File: src/rtl/psr_cond_unit.sv
`default_nettype none
// ============================================================================
// Module      : psr_cond_unit
// Description : Processor status register and branch condition evaluator.
//               Captures ALU flags {C,F,Z,L,N} under a per-bit select mask,
//               feeds the carry back to the ALU, resolves condition codes
//               into a registered taken/not-taken result, and keeps a small
//               LIFO shadow stack of the PSR for interrupt entry/return.
// Build option: FLAG_BYPASS_EN - when defined, a condition request sees the
//               PSR value being written in the same cycle (no bubble after
//               a flag-setting instruction). When undefined, it sees the
//               registered PSR.
// Ports       :
//   clk          in   1  system clock, rising edge
//   reset        in   1  asynchronous active-high reset
//   stall        in   1  freeze all state; br_valid forced low
//   flags_in     in   5  ALU flags {C,F,Z,L,N}
//   flags_sel    in   5  per-bit flag update mask
//   flags_en     in   1  flag update enable
//   psr_wr       in   1  explicit PSR write
//   psr_wdata    in   5  explicit PSR write data
//   irq_save     in   1  push PSR onto shadow stack
//   rti_restore  in   1  pop shadow stack into PSR
//   cond_req     in   1  condition evaluation request
//   cond_code    in   4  condition code
//   psr          out  5  current PSR
//   psr_c        out  1  carry bit of PSR, to the ALU
//   br_valid     out  1  result strobe, one cycle after an accepted request
//   br_taken     out  1  condition result
//   stk_depth    out  3  shadow stack occupancy
//   stk_ovf      out  1  sticky: push while full
//   stk_unf      out  1  sticky: pop while empty
// Revision    : 1.0 - initial release
// ============================================================================
module psr_cond_unit #(
    parameter logic [4:0] RESET_PSR    = 5'b00000,
    parameter int         SHADOW_DEPTH = 2
) (
    input  logic       clk,
    input  logic       reset,
    input  logic       stall,
    input  logic [4:0] flags_in,
    input  logic [4:0] flags_sel,
    input  logic       flags_en,
    input  logic       psr_wr,
    input  logic [4:0] psr_wdata,
    input  logic       irq_save,
    input  logic       rti_restore,
    input  logic       cond_req,
    input  logic [3:0] cond_code,
    output logic [4:0] psr,
    output logic       psr_c,
    output logic       br_valid,
    output logic       br_taken,
    output logic [2:0] stk_depth,
    output logic       stk_ovf,
    output logic       stk_unf
);

    localparam logic [2:0] c_depth_max = 3'(SHADOW_DEPTH);

    logic [4:0] r_psr;
    logic       r_br_valid;
    logic       r_br_taken;
    logic [2:0] r_depth;
    logic       r_ovf;
    logic       r_unf;
    logic [4:0] r_stk [0:SHADOW_DEPTH-1];

    logic       w_pop_ok;
    logic       w_pop_err;
    logic       w_push_req;
    logic       w_push_ok;
    logic       w_push_err;
    logic [4:0] w_stk_top;
    logic [4:0] w_psr_next;
    logic [4:0] w_eval_psr;
    logic       w_cond_result;

    // Condition evaluation over a PSR value ordered {C,F,Z,L,N}.
    function automatic logic f_eval(input logic [4:0] p, input logic [3:0] code);
        logic c, f, z, l, n;
        c = p[4];
        f = p[3];
        z = p[2];
        l = p[1];
        n = p[0];
        case (code)
            4'd0:    f_eval = z;
            4'd1:    f_eval = !z;
            4'd2:    f_eval = c;
            4'd3:    f_eval = !c;
            4'd4:    f_eval = l;
            4'd5:    f_eval = !l;
            4'd6:    f_eval = n;
            4'd7:    f_eval = !n;
            4'd8:    f_eval = f;
            4'd9:    f_eval = !f;
            4'd10:   f_eval = !l && !z;
            4'd11:   f_eval = l || z;
            4'd12:   f_eval = !n && !z;
            4'd13:   f_eval = n || z;
            4'd14:   f_eval = 1'b1;
            default: f_eval = 1'b0;
        endcase
    endfunction

    // A simultaneous restore takes the stack; the save is silently dropped.
    always_comb begin
        w_pop_ok   = rti_restore && (r_depth != 3'd0);
        w_pop_err  = rti_restore && (r_depth == 3'd0);
        w_push_req = irq_save && !rti_restore;
        w_push_ok  = w_push_req && (r_depth < c_depth_max);
        w_push_err = w_push_req && (r_depth >= c_depth_max);
    end

    // Entry (depth-1) is the top of stack.
    always_comb begin
        w_stk_top = 5'b00000;
        for (int i = 0; i < SHADOW_DEPTH; i++) begin
            if (r_depth == 3'(i + 1)) begin
                w_stk_top = r_stk[i];
            end
        end
    end

    always_comb begin
        w_psr_next = r_psr;
        if (w_pop_ok) begin
            w_psr_next = w_stk_top;
        end else if (psr_wr) begin
            w_psr_next = psr_wdata;
        end else if (flags_en) begin
            w_psr_next = (r_psr & ~flags_sel) | (flags_in & flags_sel);
        end
    end

`ifdef FLAG_BYPASS_EN
    assign w_eval_psr = w_psr_next;
`else
    assign w_eval_psr = r_psr;
`endif

    assign w_cond_result = f_eval(w_eval_psr, cond_code);

    always_ff @(posedge clk or posedge reset) begin
        if (reset) begin
            r_psr      <= RESET_PSR;
            r_br_valid <= 1'b0;
            r_br_taken <= 1'b0;
            r_depth    <= 3'd0;
            r_ovf      <= 1'b0;
            r_unf      <= 1'b0;
            for (int i = 0; i < SHADOW_DEPTH; i++) begin
                r_stk[i] <= 5'b00000;
            end
        end else if (stall) begin
            r_br_valid <= 1'b0;
        end else begin
            r_psr      <= w_psr_next;
            r_br_valid <= cond_req;
            if (cond_req) begin
                r_br_taken <= w_cond_result;
            end
            // Push stores the registered PSR, not the value updated this cycle.
            for (int i = 0; i < SHADOW_DEPTH; i++) begin
                if (w_push_ok && (r_depth == 3'(i))) begin
                    r_stk[i] <= r_psr;
                end
            end
            if (w_pop_ok) begin
                r_depth <= r_depth - 3'd1;
            end else if (w_push_ok) begin
                r_depth <= r_depth + 3'd1;
            end
            if (w_push_err) begin
                r_ovf <= 1'b1;
            end
            if (w_pop_err) begin
                r_unf <= 1'b1;
            end
        end
    end

    assign psr       = r_psr;
    assign psr_c     = r_psr[4];
    assign br_valid  = r_br_valid;
    assign br_taken  = r_br_taken;
    assign stk_depth = r_depth;
    assign stk_ovf   = r_ovf;
    assign stk_unf   = r_unf;

endmodule
`default_nettype wire

File: config.mk
export PLATFORM = sky130hd
export DESIGN_NAME = psr_cond_unit
export DESIGN_NICKNAME = d
export VERILOG_FILES = /design/src/rtl/psr_cond_unit.sv
export SDC_FILE = /design/constraint.sdc
export NUM_CORES = 1
export LEC_CHECK = 0
export ABC_AREA = 0
export BUFFER_PORTS_ARGS = -buffer_cell sky130_fd_sc_hd__buf_4
export CORE_UTILIZATION = 51
export CTS_CLUSTER_DIAMETER = 40
export CTS_CLUSTER_SIZE = 40
export DETAILED_ROUTE_END_ITERATION = 10
export HOLD_SLACK_MARGIN = 0.12
export PLACE_DENSITY = 0.85
export SLEW_MARGIN = 10
export SYNTH_ARGS = -nofsm -noshare
export SYNTH_HDL_FRONTEND = slang
export SYNTH_SLANG_ARGS = --single-unit
File: constraint.sdc
create_clock -name clk -period 2.1 [get_ports clk]
set_input_delay 0.42 -clock clk [delete_from_list [all_inputs] [get_ports clk]]
set_output_delay 0.42 -clock clk [all_outputs]
set_load 0.1 [all_outputs]
# [Yosys cells after proc, flatten, opt, wreduce, memory -nomap -nowiden]
# Cells that the tools add are included.
# Widths: inputs -> output; s select.
[totals] register_bits=22 latch_bits=0 mem_bits_rw=0 rom_bits=0 input_bits=27 out_inout_bits=13 elab_cells=71 n_memories=0
[classes] addsub=2 multipliers=0 n_div=0 magnitude_cmp=2 eq_ne=16 shift=0 muxes=9 n_bitwise=5 reduce_logical=29
[op_table] cell="$eq 4x4->1 const B" count=7
[op_table] cell="$mux 5" count=5
[op_table] cell="$eq 4x3->1 const B" count=4
[op_table] cell="$pmux 1 s15" count=1
[op_table] cell="$reduce_and 2->1" count=7
[op_table] cell="$and 5x5->5" count=2
[op_table] cell="$logic_and 1x1->1" count=9
[op_table] cell="$eq 4x2->1 const B" count=2
[op_table] cell="$logic_not 1->1" count=6
[op_table] cell="$mux 3" count=2
[op_table] cell="$reduce_bool 3->1" count=2
[op_table] cell="$not 5->5" count=1
[op_table] cell="$or 5x5->5" count=1
[op_table] cell="$eq 4x1->1 const B" count=1
[op_table] cell="$logic_not 4->1" count=1
[op_table] cell="$add 3x1->3 const B" count=1
[op_table] cell="$eq 3x1->1 const B" count=1
[op_table] cell="$eq 3x2->1 const B" count=1
[op_table] cell="$ge 3x2->1 const B" count=1
[op_table] cell="$logic_not 3->1" count=1
[op_table] cell="$lt 3x2->1 const B" count=1
[op_table] cell="$sub 3x1->3 const B" count=1
[op_table] cell="$logic_or 1x1->1" count=2
[op_table] cell="$reduce_bool 2->1" count=1
[op_table] cell="2 further kinds" count=2

# [Logic depth before layout (Yosys ltp)]
# Gate-level depths: netlist of run 1.
[depth] word_depth=6 ltp_mapped=7 mapped_depth_nobuf=6

# [Worst setup path after synthesis of run 1]
# Ideal clock, no wire load.
[synth_timing] path_kind="flip-flop to flip-flop" from="register r_depth[0] (netlist: stk_depth[0])" to="register with a tool-made name" setup_time_ns=0.126 t_arrival_ns=2.292 slack_ns=-0.318 stages_incl_launch_ff=7 path_buffers=1 cell_sequence="dfrtp_1 inv_1 ha_1 clkbuf_1 a22o_1 a22o_1 mux2_2"
[synth_rtl] element="start: declaration" line="65" source="logic [2:0] r_depth;"
[synth_rtl] element="start signal: assignment" line="172" source="r_depth <= r_depth - 3'd1;"
[synth_rtl] element="start signal: assignment" line="174" source="r_depth <= r_depth + 3'd1;"

==> qor.txt, run 1 <==
final setup vio count: 0
average wire length per cell after detail routing: 15.7 um
Worst Hold Class: in -> reg
via total after detailed routing: 1201
largest family of logic cells by synthesized area: compound AO/OA/AOI/OAI gates
Reg area: 553 um2
vias per cell: 5.80
number of buffers on the longest clock path: 2
clk_skew: 0.00493 ns
aggregate routed wire length: 3240 um
IR Drop Worst-Case VDD: 0.971 mV
cell at the root of the clock tree: sky130_fd_sc_hd__clkbuf_4
portion of the post-synthesis area used by sequential elements: 40.9%
final HPWL from detailed placement: 2520 um
I/O Buffers: 39
Netlist cell types: 35
endpoint required time on the critical path: 2.32 ns
starting density of the core: 54.3%
sum of negative setup slack: 0 ns
global-route wire length before repair: 4910 um
Hold Vio Cnt, Final: 0
Top-Level Pins: 40
total iterations of the first detailed-routing run: 4
longest individual stage delay on the worst path: 0.45 ns
netlist area before placement: 1350 um2
initial detailed-routing violation count: 29
leakage dissipation: 0.000836 uW
max-capacitance violation count: 0
Critical Path Slowest Stage Cell: sky130_fd_sc_hd__dfrtp_2
number of levels in the clock H-tree: 1
multiplexer area fraction after synthesis: 13.3%
capturing element type of the critical path: flop
Tot GR Track Use: 24.6%
clock-pin slew of the registers on the worst-case setup and hold paths: 0.13 ns
ANT cells: 0
result of the run: completed
post-synthesis compound-gate area fraction: 18.6%
footprint of the multi-input gates: 754 um2
Post-route DRC: 0
routability congestion estimate: 0.848
final critical delay including setup and external delays: 1.87 ns
floorplan die area: 2850 um2
TritonCTS clock tree: built
maximum number of pins on one net before global-route repair: 14
number of nets in the synthesized netlist: 168
xor/xnor cell area share of the yosys netlist: 2.60%
total core area: 2480 um2
Sinks on Clock Net: 22
site row count: 18
unrepaired setup endpoints after global routing: false
arrival time reported for the critical path endpoint: 2.08 ns
via count of the first global-routing pass: 1091
number of cells produced by synthesis: 136
number of nets still failing antenna checks after routing: 0
number of storage elements in the synthesis netlist: 22
Adder-Cell Fraction of Synth Area: 4.65%
worst slew slack as a fraction of its limit: 70.7%
final-layout worst hold slack: 0.387 ns
layout cell share with drive strength beyond 1: 36.7%
syn_area_per_cell: 9.90 um2
placed instance area: 1670 um2
most repeated library cell on the critical path: sky130_fd_sc_hd__a22o_1
area added between synthesis and finish: 28.5%
die width: 53.4 um
number of filler instances in the final layout: 224
Yosys Warn Count: 0
number of antenna violations at the first check in global routing: 0
clock insertion delay at the later pin of the skew report: 0.32 ns
Crit Path Class: reg -> reg
nets@finish: 210
count of final max-slew check failures: 0
number of clock buffers inserted by TritonCTS: 3
Die Ht: 53.4 um
largest driver fanout on the critical path: 10
Pwr per Cell Area: 1330 nW/um2
leftover overflow at the end of global routing: 0
Finished Cell Area: 1730 um2
Simple-Gate Fraction of Synth Area: 16.9%
critical-path cell list: inv_1 -> ha_1 -> nor2b_1 -> a22o_1 -> a22o_1 -> mux2_2
Tightest Pin Transition: 0.440 ns
sort of element at the start of the critical path: flop
Max Fclk: 536 MHz
total chip power: 2300 uW
post-route clock period utilization: 88.9%
number of cells upsized or downsized after cts: 0
-- timing repair --
item / CTS / global route
endpoints found under the setup margin: 0 / 0
hold buffers: 1 / 0
endpoints found under the hold margin: 10 / 0
buffers inserted: 0 / 0
-- cells by family (layout without fill, tap and decap cells) --
family,after synthesis,after routing
AOI/OAI and AO/OA,37,37
xor gates and xnor gates,4,4
adders and majority gates,5,5
buffers and inverters,9,50
DFF,22,22
muxes,16,16
and+or+nand+nor,43,43
-- through the flow --
stage / utilization (%) / worst slack [ns] / cells
global placement: 67.3 / 0.316 / 202
CTS: 69.8 / 0.259 / 207
floorplan: - / 0.0196 / 136
global route: 69.8 / 0.171 / 207
detailed placement: 67.3 / 0.265 / 202
finish: 69.8 / 0.234 / 207
-- cell usage in the layout, fill, tap and decap left out, drive strengths merged, types with 2 or more instances in the layout --
master and count:
nor2b 2, o21ai 9, nor2 2, a21oi 7, nand2 26, nor3 2
ha 5, inv 4, xor2 3, dfrtp 22, mux2 15, nor3b 3
or3b 2, a211oi 3, a22o 7, buf 41, o21bai 4, clkbuf 3
-- worst max-delay path: cells and delay by family, from the launching register on --
kind	cells	cell delay [ns]
and+or+nand+nor	1	0.11
muxes	1	0.26
buffers and inverters	1	0.14
AOI/OAI and AO/OA	2	0.44
DFF	1	0.45
adders and majority gates	1	0.36
-- synth_stat cells (all sizes together) --
cell type / count / area, um2
a22o: 7 / 61.3
xor2: 3 / 26.3
and2: 1 / 6.26
a221oi: 1 / 8.76
mux2i: 1 / 10.0
or4b: 1 / 10.0
inv: 4 / 15.0
o211ai: 1 / 7.51
a31oi: 1 / 6.26
nor3: 2 / 21.3
and4b: 1 / 10.0
nor2b: 2 / 12.5
o22ai: 1 / 6.26
nor2: 2 / 7.51
nand2b: 1 / 6.26
o21bai: 4 / 30.0
or2b: 1 / 7.51
buf: 2 / 15.0
dfrtp: 22 / 551
nand2: 26 / 97.6
clkbuf: 3 / 11.3
xnor2: 1 / 8.76
mux2: 15 / 169
nor3b: 3 / 22.5
ha: 5 / 62.6
a211oi: 3 / 22.5
o311ai: 1 / 8.76
o21ai: 9 / 45.0
a311oi: 1 / 8.76
or3: 1 / 6.26
or3b: 2 / 20.0
a41o: 1 / 10.0
a21oi: 7 / 35.0
-- worst paths after layout --
path / start / endpoint / slack [ns] / cells after the start
min in group asynchronous: reset / async pin / 0.63 / 3
min reg2reg: stk_unf / stk_unf / 0.51 / 1
max: stk_depth[0] / flop / 0.23 / 6
min: stall / br_valid / 0.39 / 2
max reg2reg: stk_depth[0] / flop / 0.23 / 6
max in group asynchronous: reset / r_stk[9] / 0.95 / 4
-- routing by layer --
layer  vias to the layer above  GRT usage (%)  wire, um
met5                         -              0         0
met4                         0           10.5        58
met3                         7           1.72       152
met2                        37           41.3      1630
met1                       587           32.1      1400
li1                        570              -         -
-- cell type report --
cell class,instances,area share (%)
Clock buffer,3,1.30
Clock inverter,1,1.74
Inverter,4,0.868
Multi-Input combinational cell,105,43.6
Sequential cell,22,32.0
Tap cell,30,2.17
Timing Repair Buffer,42,18.4
-- where the power goes --
group	switching, uW	leakage, uW	internal [uW]	total (uW)
logic	833	0.000531	376	1210
clock network	136	0.0000279	193	329
registers	176	0.000277	588	764
No activity file was read; power rests on OpenSTA's default activity.
==> inputs of run 2 (changes only) <==
--- a/config.mk
+++ b/config.mk
@@ -7,12 +7,12 @@
 export LEC_CHECK = 0
 export ABC_AREA = 0
 export BUFFER_PORTS_ARGS = -buffer_cell sky130_fd_sc_hd__buf_4
-export CORE_UTILIZATION = 51
+export CORE_UTILIZATION = 46
 export CTS_CLUSTER_DIAMETER = 40
 export CTS_CLUSTER_SIZE = 40
 export DETAILED_ROUTE_END_ITERATION = 10
 export HOLD_SLACK_MARGIN = 0.12
-export PLACE_DENSITY = 0.85
+export PLACE_DENSITY = 0.81
 export SLEW_MARGIN = 10
 export SYNTH_ARGS = -nofsm -noshare
 export SYNTH_HDL_FRONTEND = slang
==> constraint.sdc (replaced) <==
create_clock -name clk -period 1.6 [get_ports clk]
set_input_delay 0.32 -clock clk [delete_from_list [all_inputs] [get_ports clk]]
set_output_delay 0.32 -clock clk [all_outputs]
set_load 0.1 [all_outputs]
==> qor.txt, run 2 (synthesized netlist as in run 1, its figures left out) <==
sort of element at the start of the critical path: flop
unrepaired setup endpoints after global routing: true
number of nets still failing antenna checks after routing: 0
number of buffers on the longest clock path: 2
clock share of power: 12.8%
total iterations of the first detailed-routing run: 4
max-capacitance violation count: 0
final critical delay including setup and external delays: 1.65 ns
final HPWL from detailed placement: 2500 um
arrival time reported for the critical path endpoint: 1.88 ns
footprint of the multi-input gates: 850 um2
top library cells by usage in the layout, fill and taps aside: 50 x sky130_fd_sc_hd__buf_4, 25 x sky130_fd_sc_hd__nand2_1, 15 x sky130_fd_sc_hd__dfrtp_1
most repeated library cell on the critical path: sky130_fd_sc_hd__a22o_1
global-route wire length before repair: 5610 um
site row count: 19
combined buffer and inverter count along the critical path: 1
routability congestion estimate: 0.822
endpoint required time on the critical path: 1.83 ns
violated checks: negative setup slack
leakage dissipation: 0.000917 uW
most common library cell in the layout ignoring fill and taps: sky130_fd_sc_hd__buf_4
Reg area: 572 um2
Pwr per Cell Area: 1760 nW/um2
longest individual stage delay on the worst path: 0.55 ns
initial detailed-routing violation count: 59
Hold Vio Cnt, Final: 0
cell at the root of the clock tree: sky130_fd_sc_hd__clkbuf_4
via count of the first global-routing pass: 1204
via total after detailed routing: 1309
leftover overflow at the end of global routing: 0
Flop pwr share: 29.2%
switching portion of total power: 47.5%
clock insertion delay at the later pin of the skew report: 0.33 ns
Worst Hold Class: in -> reg
internal power contribution: 1820 uW
floorplan die area: 3150 um2
aggregate routed wire length: 3620 um
area added between synthesis and finish: 46.0%
clk_skew: 0.00246 ns
number of filler instances in the final layout: 191
final setup vio count: 4
critical-path cell list: ha_4 -> buf_6 -> a22o_1 -> a22o_1 -> mux2_4
vias per cell: 5.92
starting density of the core: 48.8%
die width: 56.1 um
Sinks on Clock Net: 22
layout cell share with drive strength beyond 1: 51.1%
ANT cells: 0
final-layout worst hold slack: 0.290 ns
final setup margin: -0.0503 ns
total core area: 2760 um2
nets@finish: 223
worst slew slack as a fraction of its limit: 76.5%
Crit Path Class: reg -> reg
result of the run: finished, violations left
Tot GR Track Use: 23.0%
net switching power of the design: 1650 uW
Combinational Power Share: 58.1%
Finished Layout Cells: 221
average wire length per cell after detail routing: 16.4 um
maximum number of pins on one net before global-route repair: 23
Die Ht: 56.1 um
# placed instances: 209
Critical Path Slowest Stage Cell: sky130_fd_sc_hd__dfrtp_4
count of final max-slew check failures: 0
Max Fclk: 606 MHz
Tightest Pin Transition: 0.352 ns
I/O Buffers: 39
post-route clock period utilization: 103%
largest driver fanout on the critical path: 5
Top-Level Pins: 40
number of clock buffers inserted by TritonCTS: 3
TritonCTS clock tree: built
clock-pin slew of the registers on the worst-case setup and hold paths: 0.13 ns
IR Drop Worst-Case VDD: 1.51 mV
kind of cell with the highest combined delay on the critical path: flip-flops
sum of negative setup slack: -0.109 ns
number of antenna violations at the first check in global routing: 0
Post-route DRC: 0
capturing element type of the critical path: flop
number of levels in the clock H-tree: 1
==> run 2: timing repair <==
action,4_1_cts,5_1_grt
endpoints found under the setup margin,3,8
hold endpoints to repair,22,0
pin swaps,2,6
hold buffers,1,0
resized for setup,1,11
buffers inserted,2,5
==> run 2: path summary, 6_finish.rpt <==
path                         startpoint           end  slack (ns)  cells after the start
setup / recovery           stk_depth[1]          flop       -0.05                      5
setup reg to reg           stk_depth[1]          flop       -0.05                      5
hold reg to reg                 stk_unf       stk_unf        0.49                      1
min in group asynchronous         reset  stk_depth[0]        0.56                      4
hold / removal                 cond_req      br_valid        0.29                      2
max in group asynchronous         reset     async pin        0.78                      4
==> run 2: power by group through the flow <==
stage / Sequential (uW) / Clock (uW) / Combinational (uW)
after floorplan: 1650 / 0 / 737
after global placement: 1010 / 0 / 1780
after detailed placement: 1020 / 0 / 1820
after CTS: 1010 / 447 / 1870
after global routing: 1050 / 476 / 2120
final: 1010 / 442 / 2010
==> run 2: layer usage <==
layer / wire (um) / part of all wire (%) / vias up / GRT usage, %
met5: 0 / 0 / - / 0
met4: 57 / 1.6 / 0 / 8.36
met3: 228 / 6.3 / 7 / 4.88
met2: 1780 / 49 / 44 / 38.9
met1: 1550 / 43 / 659 / 28.9
li1: - / - / 599 / -
==> run 2: cell type report <==
class                      count  area share [%]
timing repair buffer          55            21.9
clock inverter                 1            1.53
clock buffer                   3            1.15
inverter                       4            1.15
tap                           31            1.97
multi-input combinational    105            43.2
sequential                    22            29.1
==> run 2: worst register-to-register path, cell delays in order, from the launching register on <==
cell and delay (ns):
sky130_fd_sc_hd__dfrtp_4 0.55, sky130_fd_sc_hd__ha_4 0.20, sky130_fd_sc_hd__buf_6 0.13, sky130_fd_sc_hd__a22o_1 0.21, sky130_fd_sc_hd__a22o_1 0.20, sky130_fd_sc_hd__mux2_4 0.25
==> run 2: through the flow <==
stage	instance area (um2)	power, uW	setup slack [ns]	util, %
2_1_floorplan	1460	2390	-0.202	-
3_3_place_gp	1810	2790	-0.00975	65.7
3_5_place_dp	1810	2840	-0.0511	65.7
4_1_cts	1890	3320	-0.0301	68.6
5_1_grt	1970	3640	-0.0795	71.3
6_report	1970	3470	-0.0503	71.3
